`src/rtl/array_feeder_if.sv`:
```
// Handshake and array-edge bus between the upstream vector source and the systolic feeder.
// Lanes are packed with lane i at bits [i*BITWIDTH +: BITWIDTH].
interface array_feeder_if #(
  parameter int unsigned BITWIDTH = 8,
  parameter int unsigned N        = 4
);
  logic                  start;
  logic [7:0]            k_len;
  logic                  in_valid;
  logic                  in_ready;
  logic [N*BITWIDTH-1:0] in_data_vec;
  logic [N*BITWIDTH-1:0] in_weight_vec;
  logic [N*BITWIDTH-1:0] top_data;
  logic [N*BITWIDTH-1:0] left_weight;
  logic                  compute_en;
  logic                  load_weights;
  logic                  busy;
  logic                  done;

  modport master (
    output start, k_len, in_valid, in_data_vec, in_weight_vec,
    input  in_ready, top_data, left_weight, compute_en, load_weights, busy, done
  );

  modport slave (
    input  start, k_len, in_valid, in_data_vec, in_weight_vec,
    output in_ready, top_data, left_weight, compute_en, load_weights, busy, done
  );
endinterface

```
`src/rtl/array_feeder.sv`:
```
// Skews data/weight vectors onto the top and left edges of an NxN systolic array and
// sequences one matrix-multiply pass: clear, feed k_len vectors, drain 2N-2 cycles, done.
module array_feeder #(
  parameter int unsigned BITWIDTH = 8,
  parameter int unsigned N        = 4
) (
  input logic           clk,
  input logic           reset,
  array_feeder_if.slave bus
);
  localparam int unsigned          DrainW    = $clog2(2 * N - 2);
  localparam logic [DrainW-1:0]    DrainLast = DrainW'(2 * N - 3);

  typedef enum logic [2:0] {StIdle, StClear, StFeed, StDrain, StDone} state_e;

  state_e             state_q, state_d;
  logic [7:0]         k_len_q, k_len_d;
  logic [7:0]         beat_q, beat_d;
  logic [DrainW-1:0]  drain_q, drain_d;
  logic               compute_en_q;
  logic               done_q, done_d;
  logic               advance;
  logic               clear;
  logic               feed_sel;

  logic [N-1:0][BITWIDTH-1:0] top_lanes;
  logic [N-1:0][BITWIDTH-1:0] left_lanes;

  always_comb begin
    state_d  = state_q;
    k_len_d  = k_len_q;
    beat_d   = beat_q;
    drain_d  = drain_q;
    advance  = 1'b0;
    clear    = 1'b0;
    unique case (state_q)
      StIdle: begin
        if (bus.start && (bus.k_len != 8'd0)) begin
          state_d = StClear;
          k_len_d = bus.k_len;
        end
      end
      StClear: begin
        clear   = 1'b1;
        beat_d  = '0;
        drain_d = '0;
        state_d = StFeed;
      end
      StFeed: begin
        if (bus.in_valid) begin
          advance = 1'b1;
          beat_d  = beat_q + 8'd1;
          if (beat_d == k_len_q) state_d = StDrain;
        end
      end
      StDrain: begin
        advance = 1'b1;
        drain_d = drain_q + DrainW'(1);
        if (drain_q == DrainLast) state_d = StDone;
      end
      StDone: state_d = StIdle;
      default: state_d = StIdle;
    endcase
  end

  // done trails the DONE state so it lands the cycle after the last compute_en.
  assign done_d   = (state_q == StDone);
  assign feed_sel = (state_q == StFeed);

  always_ff @(posedge clk or posedge reset) begin
    if (reset) begin
      state_q      <= StIdle;
      k_len_q      <= '0;
      beat_q       <= '0;
      drain_q      <= '0;
      compute_en_q <= 1'b0;
      done_q       <= 1'b0;
    end else begin
      state_q      <= state_d;
      k_len_q      <= k_len_d;
      beat_q       <= beat_d;
      drain_q      <= drain_d;
      compute_en_q <= advance;
      done_q       <= done_d;
    end
  end

  // Lane i is a chain of i+1 registers; its tail drives column/row i of the array.
  for (genvar i = 0; i < N; i++) begin : g_lane
    logic [i:0][BITWIDTH-1:0] data_q, data_d;
    logic [i:0][BITWIDTH-1:0] wt_q, wt_d;

    always_comb begin
      data_d = data_q;
      wt_d   = wt_q;
      if (clear) begin
        data_d = '0;
        wt_d   = '0;
      end else if (advance) begin
        data_d[0] = feed_sel ? bus.in_data_vec[i*BITWIDTH +: BITWIDTH] : '0;
        wt_d[0]   = feed_sel ? bus.in_weight_vec[i*BITWIDTH +: BITWIDTH] : '0;
        for (int j = 1; j <= i; j++) begin
          data_d[j] = data_q[j-1];
          wt_d[j]   = wt_q[j-1];
        end
      end
    end

    always_ff @(posedge clk or posedge reset) begin
      if (reset) begin
        data_q <= '0;
        wt_q   <= '0;
      end else begin
        data_q <= data_d;
        wt_q   <= wt_d;
      end
    end

    assign top_lanes[i]  = data_q[i];
    assign left_lanes[i] = wt_q[i];
  end

  assign bus.top_data     = top_lanes;
  assign bus.left_weight  = left_lanes;
  assign bus.in_ready     = feed_sel;
  assign bus.load_weights = (state_q == StClear);
  assign bus.busy         = (state_q != StIdle);
  assign bus.compute_en   = compute_en_q;
  assign bus.done         = done_q;
endmodule

```
`src/flat_wrapper.sv`:
```
// flat-port wrapper written by rule: the top's interface ports become plain ports
module array_feeder_flat 
#(
  parameter int unsigned BITWIDTH = 8,
  parameter int unsigned N        = 4
)
  (clk, reset, bus_start, bus_k_len, bus_in_valid, bus_in_data_vec, bus_in_weight_vec, bus_in_ready, bus_top_data, bus_left_weight, bus_compute_en, bus_load_weights, bus_busy, bus_done);
  array_feeder_if #(.BITWIDTH(BITWIDTH), .N(N)) bus_i ();
  input logic clk;
  input logic reset;
  input wire logic [$bits(bus_i.start)-1:0] bus_start;
  input wire logic [$bits(bus_i.k_len)-1:0] bus_k_len;
  input wire logic [$bits(bus_i.in_valid)-1:0] bus_in_valid;
  input wire logic [$bits(bus_i.in_data_vec)-1:0] bus_in_data_vec;
  input wire logic [$bits(bus_i.in_weight_vec)-1:0] bus_in_weight_vec;
  output wire logic [$bits(bus_i.in_ready)-1:0] bus_in_ready;
  output wire logic [$bits(bus_i.top_data)-1:0] bus_top_data;
  output wire logic [$bits(bus_i.left_weight)-1:0] bus_left_weight;
  output wire logic [$bits(bus_i.compute_en)-1:0] bus_compute_en;
  output wire logic [$bits(bus_i.load_weights)-1:0] bus_load_weights;
  output wire logic [$bits(bus_i.busy)-1:0] bus_busy;
  output wire logic [$bits(bus_i.done)-1:0] bus_done;
  assign bus_i.start = bus_start;
  assign bus_i.k_len = bus_k_len;
  assign bus_i.in_valid = bus_in_valid;
  assign bus_i.in_data_vec = bus_in_data_vec;
  assign bus_i.in_weight_vec = bus_in_weight_vec;
  assign bus_in_ready = bus_i.in_ready;
  assign bus_top_data = bus_i.top_data;
  assign bus_left_weight = bus_i.left_weight;
  assign bus_compute_en = bus_i.compute_en;
  assign bus_load_weights = bus_i.load_weights;
  assign bus_busy = bus_i.busy;
  assign bus_done = bus_i.done;
  array_feeder #(.BITWIDTH(BITWIDTH), .N(N)) u_core (.clk(clk), .reset(reset), .bus(bus_i));
endmodule
```
`config.mk`:
```
export PLATFORM = sky130hd
export DESIGN_NAME = array_feeder_flat
export DESIGN_NICKNAME = d
export VERILOG_FILES = /design/src/rtl/array_feeder_if.sv /design/src/rtl/array_feeder.sv /design/src/flat_wrapper.sv
export SDC_FILE = /design/constraint.sdc
export NUM_CORES = 1
export LEC_CHECK = 0
export CAP_MARGIN = 25
export CELL_PAD_IN_SITES_DETAIL_PLACEMENT = 0
export CELL_PAD_IN_SITES_GLOBAL_PLACEMENT = 1
export CORE_ASPECT_RATIO = 0.7
export CORE_MARGIN = 1.5
export CORE_UTILIZATION = 35
export CTS_BUF_LIST = sky130_fd_sc_hd__clkbuf_4 sky130_fd_sc_hd__clkbuf_8
export CTS_CLUSTER_SIZE = 28
export DETAILED_ROUTE_END_ITERATION = 7
export PLACE_DENSITY_LB_ADDON = 0.3
export SYNTH_ARGS = -nofsm -noshare
export SYNTH_HDL_FRONTEND = slang
export SYNTH_SLANG_ARGS = --single-unit
```
`constraint.sdc`:
```
create_clock -name clk -period 6.9 [get_ports clk]
set_input_delay 1.38 -clock clk [delete_from_list [all_inputs] [get_ports clk]]
set_output_delay 1.38 -clock clk [all_outputs]
set_load 0.05 [all_outputs]
```
# After elaboration in Yosys (flattened, before gate mapping)
# Index checks and enable logic that the tools add are counted.
[op_classes] n_addsub=2 muxes=35 reduce_logical=10 n_eq_ne=10
[op_table] op="two-way mux 32 bit" count=4
[op_table] op="two-way mux 8 bit" count=13
[op_table] op="two-way mux 24 bit" count=4
[op_table] op="two-way mux 16 bit" count=4
[op_table] op="one-hot mux 8 bit (2 select lines)" count=1
[op_table] op="two-way mux 3 bit" count=4
[op_table] op="one-hot mux 3 bit (4 select lines)" count=1
[op_table] op="adder 8 x 1 -> 8 bit, second input constant" count=1
[op_table] op="== test 8 bit" count=1
[op_table] op="nonzero test 8 bit" count=1
[op_table] op="== test 3 x 2 -> 1 bit, second input constant" count=2
[op_table] op="== test 3 bit, second input constant" count=2
[op_table] op="one-hot mux 3 bit (2 select lines)" count=1
[op_table] op="nonzero test 2 bit" count=3
[op_table] op="inequality test 2 x 1 -> 1 bit, second input constant" count=2
[op_table] op="inequality test 2 bit, second input constant" count=2
[op_table] op="AND reduction 2 bit" count=2
[op_table] op="AND reduction 4 bit" count=1
[op_table] op="adder 3 x 1 -> 3 bit, second input constant" count=1
[op_table] op="== test 3 x 1 -> 1 bit, second input constant" count=1
[op_table] op="logical NOT 3 bit" count=1
[op_table] op="nonzero test 3 bit" count=1
[op_table] op="two-way mux 1 bit" count=2
[op_table] op="one-hot mux 1 bit (2 select lines)" count=1
[op_table] op="logical AND 1 bit" count=1
[word_totals] regBits=184 output_inout_bits=69

# Longest topological paths before layout
# Gate-level depths: netlist of the first run.
[depth] depth_word=5 depth_mapped=8 ltp_nobuf=6

# Worst setup path after synthesis of the first run
# OpenSTA, ideal clock, no wires.
[synth_path] path_kind="register to output" start="reg u_core.state_q[2]" end="out bus_load_weights" required_time_ns=5.520 t_arrival_ns=1.705 n_path_buf=1 slack_ns=3.815 stages_incl_launch_ff=5 cell_sequence="dfrtp_1 nand2b_1 or2_2 inv_2 buf_1"
[synth_via] elab_chain_len=1
[synth_rtl] element="start: declaration" line_no="array_feeder.sv:16" source="state_e state_q, state_d;"
[synth_rtl] element="start signal: assignment" line_no="array_feeder.sv:72" source="state_q <= StIdle;"
[synth_rtl] element="start signal: assignment" line_no="array_feeder.sv:79" source="state_q <= state_d;"
[synth_rtl] element="== test 3 x 1 -> 1 bit" line_no="array_feeder.sv:126" source="assign bus.load_weights = (state_q == StClear);"
[synth_rtl] element="end: declaration" line_no="flat_wrapper.sv:20" source="output wire logic [$bits(bus_i.load_weights)-1:0] bus_load_weights;"
# No other way between the ends.

# Worst setup path in the final report of the first run
[layout_path] start="reg u_core.state_q[0]" end="out bus_load_weights"
# Same word-level chain as after synthesis.

==> flow_metrics.py, run 1 <==
metrics = {
    "outcome": {
        "status": "completed",
    },
    "cts": {
        "clkTransAtPathRegs_ps": 100,
        "post_cts_resized": 0,
        "postCtsSetupBuffers": 0,
        "ctsLongestPathBuffers": 2,
        "clock_latency_ps": 460,
        "cts_buffers": 17,
        "cts.sinks": 184,
        "cts-htree-levels": 4,
        "cts_root_buf": "clkbuf_8",
        "hold_buffers": 0,
        "cts_tree": "done",
    },
    "logic_synthesis": {
        "yosysMostFrequentCell": "dfrtp_1",
        "synth_cell_types": 38,
        "synth_mux_area_share_pct": 1.33,
        "ys_seq_area_share_pct": 61.1,
        "ys_warn_count": 0,
        "netlist.area_leader.share_pct": 61.1,
        "synthXorXnorAreaFrac_pct": 1.05,
        "synth.top_cells.by_area": "dfrtp_1 61%, a22o_1 10%, nand2_1 7.9%",
        "synthCells": 692,
        "yosys.area.top_type": "dfrtp_1",
        "synthAdderAreaFrac_pct": 0.631,
        "synth_compound_area_share_pct": 17.4,
        "synth_nets": 771,
        "synth_simple_gate_area_share_pct": 10.9,
        "synth-edff-count": 0,
        "ys_ff_latch": 184,
        "synth_commonest_cells": "184 x dfrtp_1, 159 x nand2_1, 87 x a22o_1",
        "async_flop_share_pct": 100,
        "synth_area_sq_um": 7540,
        "syn_area_per_cell_sq_um": 10.9,
        "synth_top_flop_cell": "dfrtp_1",
        "synth_top_family_by_area": "compound AO/OA/AOI/OAI gates",
    },
    "routing": {
        "first_pass_iters": 4,
        "dr_total_vias": 5190,
        "routed_wl_mm": 16.6,
        "drtIter0Drc": 355,
        "drcViolationCount": 0,
        "wire_per_inst_um": 15.7,
        "vias_per_cell": 4.91,
        "antenna_left": 0,
    },
    "worst_setup_path": {
        "worst_ep_arrival_time_ps": 3310,
        "end_kind": "output port",
        "cp_max_fo": 46,
        "rrSetupSlack_ps": 4200,
        "path_cells": "nand2b_1, or2_2, inv_2, clkdlybuf4s50_1",
        "slowest_delay_ps": 960,
        "start_kind": "flip-flop",
        "critPathSlowestCell": "clkdlybuf4s50_1",
        "path_class": "flip-flop to output port",
        "required_ps": 5520,
    },
    "timing": {
        "clock-skew-final_ps": 17.9,
        "slew_headroom_pct": 41.7,
        "layout_setup_ws_ps": 2210,
        "finalHoldViolations": 0,
        "clock.fmax_mhz": 213,
        "min_period_ps": 4690,
        "fin_crit_sh_pct": 67.9,
        "slew_violations": 0,
        "tightestPinTransition_ps": 873,
        "setup_tns_ps": 0,
        "grt_setup_unrepaired": "false",
        "setup_violations": 0,
    },
    "layout": {
        "fin_cells": 1057,
        "area_growth_pct": 22.7,
        "layout.nets": 847,
        "nFillCells": 1992,
        "diodes": 0,
        "drive_gt1_share_pct": 7.30,
        "fin_area_sq_um": 9250,
    },
    "floorplanning": {
        "core-area_sq_um": 20900,
        "die_h_um": 126,
        "start_util_pct": 36.0,
        "fp.dieArea_sq_um": 22400,
        "die_w_um": 178,
        "row_count": 44,
        "io_pins": 145,
    },
    "placed_design": {
        "dp.cells": 1024,
        "post-dp-hpwl_mm": 10.4,
        "dp_slack_ps": 2700,
        "place_congestion": 0.761,
        "dpl_cell_area_sq_um": 8850,
        "io_buffer_count": 144,
    },
    "global_routing": {
        "grt_antenna_before_repair": 0,
        "grt_pass1_vias": 5264,
        "grt_max_degree": 125,
        "grt_usage_pct": 15.4,
        "grt-busiest-layer": "met2",
        "grtUsageMet1_pct": 21.7,
        "met3_usage_pct": 3.71,
        "grt_pass1_wl_mm": 27.2,
        "grt-ovfl-total": 0,
        "use_met2_pct": 24.1,
    },
    "worst_hold_path": {
        "hp-class": "flip-flop to flip-flop",
    },
    "power_and_ir_drop": {
        "p_leak_nw": 4.03,
        "p_per_area_nw_per_um2": 461,
        "ir_drop_v": 0.000187,
        "power_mw": 4.26,
    },
    "flow_run": {
        "drv_cap": 0,
    },
}
-- final timing paths --
kind | start | to | depth (start not counted)
worst max-delay path | u_core.state_q[0] | bus_load_weights | 4
worst min-delay path | u_core.g_lane[2].wt_q[5] | u_core.g_lane[2].wt_q[5] | 2
worst max register to register | u_core.state_q[0] | u_core.beat_q[6] | 6
worst min register to register | u_core.g_lane[2].wt_q[5] | u_core.g_lane[2].wt_q[5] | 2
max in group asynchronous | reset | u_core.g_lane[2].data_q[14] | 3
min in group asynchronous | reset | u_core.k_len_q[6] | 2
-- sequential cells by signal, indices dropped and copies added (netlist names) --
signal                  cells
u_core.beat_q               8
u_core.bus.compute_en       1
u_core.bus.done             1
u_core.bus.left_weight     24
u_core.bus.top_data        24
u_core.drain_q              3
u_core.g_lane.data_q       56
u_core.g_lane.wt_q         56
u_core.k_len_q              8
u_core.state_q              3
-- report_power, final --
group          leakage [nW]  internal, mW  switching, mW
Combinational          1.37         0.653           1.17
Clock                 0.175         0.263          0.425
Sequential             2.48          1.48          0.259
Total                  4.03          2.40           1.86
-- layer usage --
metal,up-vias,share of wire (%),wire (um)
met5,-,0,0
met3,8,4.5,749
met2,90,47,7720
li1,2479,-,-
met4,0,0.75,124
met1,2613,48,8000
-- placed cells by master, fill, tap and decap left out, types with 2 or more instances in the layout --
cell type and count:
nor2_1 11, nand3_1 4, inv_8 5, nor2b_1 4, xnor2_1 6, inv_2 2
clkbuf_8 17, a21oi_1 50, inv_6 3, nor3b_1 2, nor4_1 3, buf_4 5
nand2_1 159, xor2_1 3, dfrtp_1 184, nand4_1 2, nand2b_1 2, clkinvlp_4 5
a22o_1 87, mux2_2 8, o31ai_1 2, ha_1 3, o21ai_0 44, clkinv_2 2
inv_1 3, clkdlybuf4s50_1 144
-- stage by stage --
| step | hold slack (ps) | util, % |
|---|---|---|
| 6_report | 489 | 44.2 |
| 5_1_grt | 507 | 44.2 |
| 4_1_cts | 496 | 44.1 |
| 3_5_place_dp | 472 | 42.3 |
| 3_3_place_gp | 463 | 42.2 |
| 2_1_floorplan | 450 | - |
-- cells by family (layout without fill, tap and decap cells) --
family / Yosys count / after routing
muxes: 9 / 9
xor gates and xnor gates: 9 / 9
DFF: 184 / 184
AOI/OAI and AO/OA: 190 / 190
and+or+nand+nor: 196 / 196
adders and majority gates: 4 / 4
buffers and inverters: 100 / 189
-- area by class of cell --
type / count / area (sq um) / share of cell area [%]
Sequential cell: 184 / 4600 / 49.8
Clock buffer: 17 / 234 / 2.53
Tap cell: 276 / 345 / 3.73
Clock inverter: 15 / 135 / 1.46
Inverter: 6 / 30.0 / 0.325
Timing Repair Buffer: 151 / 1530 / 16.5
Multi-Input combinational cell: 408 / 2370 / 25.7
-- worst max-delay path, delay by kind of cell (launching register included) --
family	cells	cell delay, ps
DFF	1	570
and+or+nand+nor	2	620
buffers and inverters	2	1620
Note: power is estimated with default switching activity, not from simulation.
==> run 2: changes to the inputs <==
==> constraint.sdc (replaced) <==
create_clock -name clk -period 4.79 [get_ports clk]
set_input_delay 0.958 -clock clk [delete_from_list [all_inputs] [get_ports clk]]
set_output_delay 0.958 -clock clk [all_outputs]
set_load 0.05 [all_outputs]
==> flow_metrics.py, run 2 (same netlist as run 1, synthesis figures left out) <==
metrics = {
    "routing": {
        "dr_total_vias": 5196,
        "first_pass_iters": 4,
        "routed_wl_mm": 16.7,
        "wire_per_inst_um": 15.7,
        "antenna_left": 0,
        "drcViolationCount": 0,
        "drtIter0Drc": 336,
        "vias_per_cell": 4.91,
    },
    "worst_hold_path": {
        "min_from": "u_core.g_lane[3].wt_q[23]",
        "hp-class": "flip-flop to flip-flop",
    },
    "outcome": {
        "status": "completed",
    },
    "timing": {
        "clock.fmax_mhz": 279,
        "setup_violations": 0,
        "grt_setup_unrepaired": "false",
        "layout_setup_ws_ps": 1200,
        "finalHoldViolations": 0,
        "clock-skew-final_ps": 15.9,
        "fin_crit_sh_pct": 74.9,
        "slew_headroom_pct": 41.8,
        "setup_tns_ps": 0,
        "slew_violations": 0,
        "tightestPinTransition_ps": 872,
        "min_period_ps": 3590,
    },
    "worst_setup_path": {
        "cp-startpoint": "u_core.state_q[0]",
        "critPathSlowestCell": "clkdlybuf4s50_1",
        "required_ps": 3830,
        "start_kind": "flip-flop",
        "cp_max_fo": 11,
        "worst_ep_arrival_time_ps": 2630,
        "r2r_start": "u_core.state_q[0]",
        "slowest_delay_ps": 820,
        "cp_num_buf_inv": 2,
        "path_cells": "nand2b_1, or2_2, inv_2, clkdlybuf4s50_1",
        "path_class": "flip-flop to output port",
        "end_kind": "output port",
        "cp_top_family": "buffers and inverters",
    },
    "global_routing": {
        "grt_pass1_wl_mm": 27.2,
        "grt_antenna_before_repair": 0,
        "grt-ovfl-total": 0,
        "grt_usage_pct": 15.4,
        "grt_pass1_vias": 5166,
        "grt_max_degree": 165,
    },
    "floorplanning": {
        "row_count": 44,
        "core-area_sq_um": 20900,
        "die_w_um": 178,
        "die_h_um": 126,
        "start_util_pct": 36.0,
        "io_pins": 145,
        "fp.dieArea_sq_um": 22400,
    },
    "layout": {
        "drive_gt1_share_pct": 7.42,
        "fin_cells": 1058,
        "diodes": 0,
        "most-common-layout-cells": "184 x dfrtp_1, 159 x nand2_1, 144 x clkdlybuf4s50_1, 87 x a22o_1, 50 x a21oi_1",
        "layout_commonest_cell": "dfrtp_1",
        "fin_area_sq_um": 9280,
        "area_growth_pct": 23.1,
        "reg_top3": "u_core.g_lane.data_q x56, u_core.g_lane.wt_q x56",
        "layout.nets": 848,
    },
    "cts": {
        "postCtsSetupBuffers": 0,
        "post_cts_resized": 0,
        "clkTransAtPathRegs_ps": 110,
        "clock_latency_ps": 460,
        "cts_buffers": 17,
        "ctsLongestPathBuffers": 2,
        "cts-htree-levels": 4,
        "cts_root_buf": "clkbuf_8",
        "cts.sinks": 184,
        "cts_tree": "done",
        "hold_buffers": 0,
    },
    "placed_design": {
        "dp.cells": 1026,
        "dp_slack_ps": 1560,
        "place_congestion": 0.758,
        "post-dp-hpwl_mm": 10.4,
        "dpl_cell_area_sq_um": 8870,
        "io_buffer_count": 144,
    },
    "power_and_ir_drop": {
        "p_leak_nw": 4.06,
        "ir_drop_v": 0.000261,
        "p_per_area_nw_per_um2": 669,
    },
    "flow_run": {
        "drv_cap": 0,
    },
}
[run 2: cell types whose count changed in the layout (fill, tap and decap cells not counted)]
cell,change
bufinv_16,+1
clkinv_2,-2
buf_12,+1
clkbuf_8,+1
clkinvlp_4,-3
buf_16,-1
clkinv_4,+4
inv_6,+1
buf_4,+1
inv_8,-2
[run 2: path summary, 6_finish.rpt]
kind	to	slack, ps	cells after the start
setup / recovery	bus_load_weights	1200	4
hold / removal	u_core.bus.left_weight[31]	480	1
setup reg to reg	u_core.beat_q[5]	2290	7
hold reg to reg	u_core.bus.left_weight[31]	480	1
max in group asynchronous	u_core.bus.top_data[18]	2690	3
min in group asynchronous	u_core.bus.top_data[29]	870	2
[run 2: per-layer routing]
layer | track usage, % | up-vias | routed length [um]
li1 | - | 2487 | -
met1 | 21.9 | 2589 | 8230
met2 | 23.6 | 105 | 7470
met3 | 3.62 | 15 | 787
met4 | 4.36 | 0 | 176
met5 | 0 | - | 0
[run 2: power breakdown]
group          internal (mW)  switching (mW)
registers               2.14           0.374
logic                  0.931            1.70
clock network          0.450           0.612
[run 2: through the flow]
stage | hold slack [ps] | total power, mW | util (%)
after floorplan | 450 | 4.50 | -
after global placement | 462 | 5.13 | 42.4
after detailed placement | 473 | 5.21 | 42.4
after CTS | 484 | 6.29 | 44.4
after global routing | 497 | 6.61 | 44.4
final | 483 | 6.20 | 44.4
[run 2: worst register-to-register path, cell delays in order, from the launching register on]
cell	delay [ps]
dfrtp_1	570
nand2b_1	210
or2_2	450
inv_2	130
buf_4	450
nor2_1	260
o21ai_0	210
o21ai_0	100
[run 2: cell type report]
| class | count | area, sq um |
|---|---|---|
| clock inverters | 14 | 158 |
| flip-flops and latches | 184 | 4600 |
| inverters | 6 | 26.3 |
| repair buffers | 152 | 1530 |
| well taps | 276 | 345 |
| multi-input cells | 408 | 2370 |
| fillers | 1928 | 11600 |
| clock buffers | 18 | 248 |
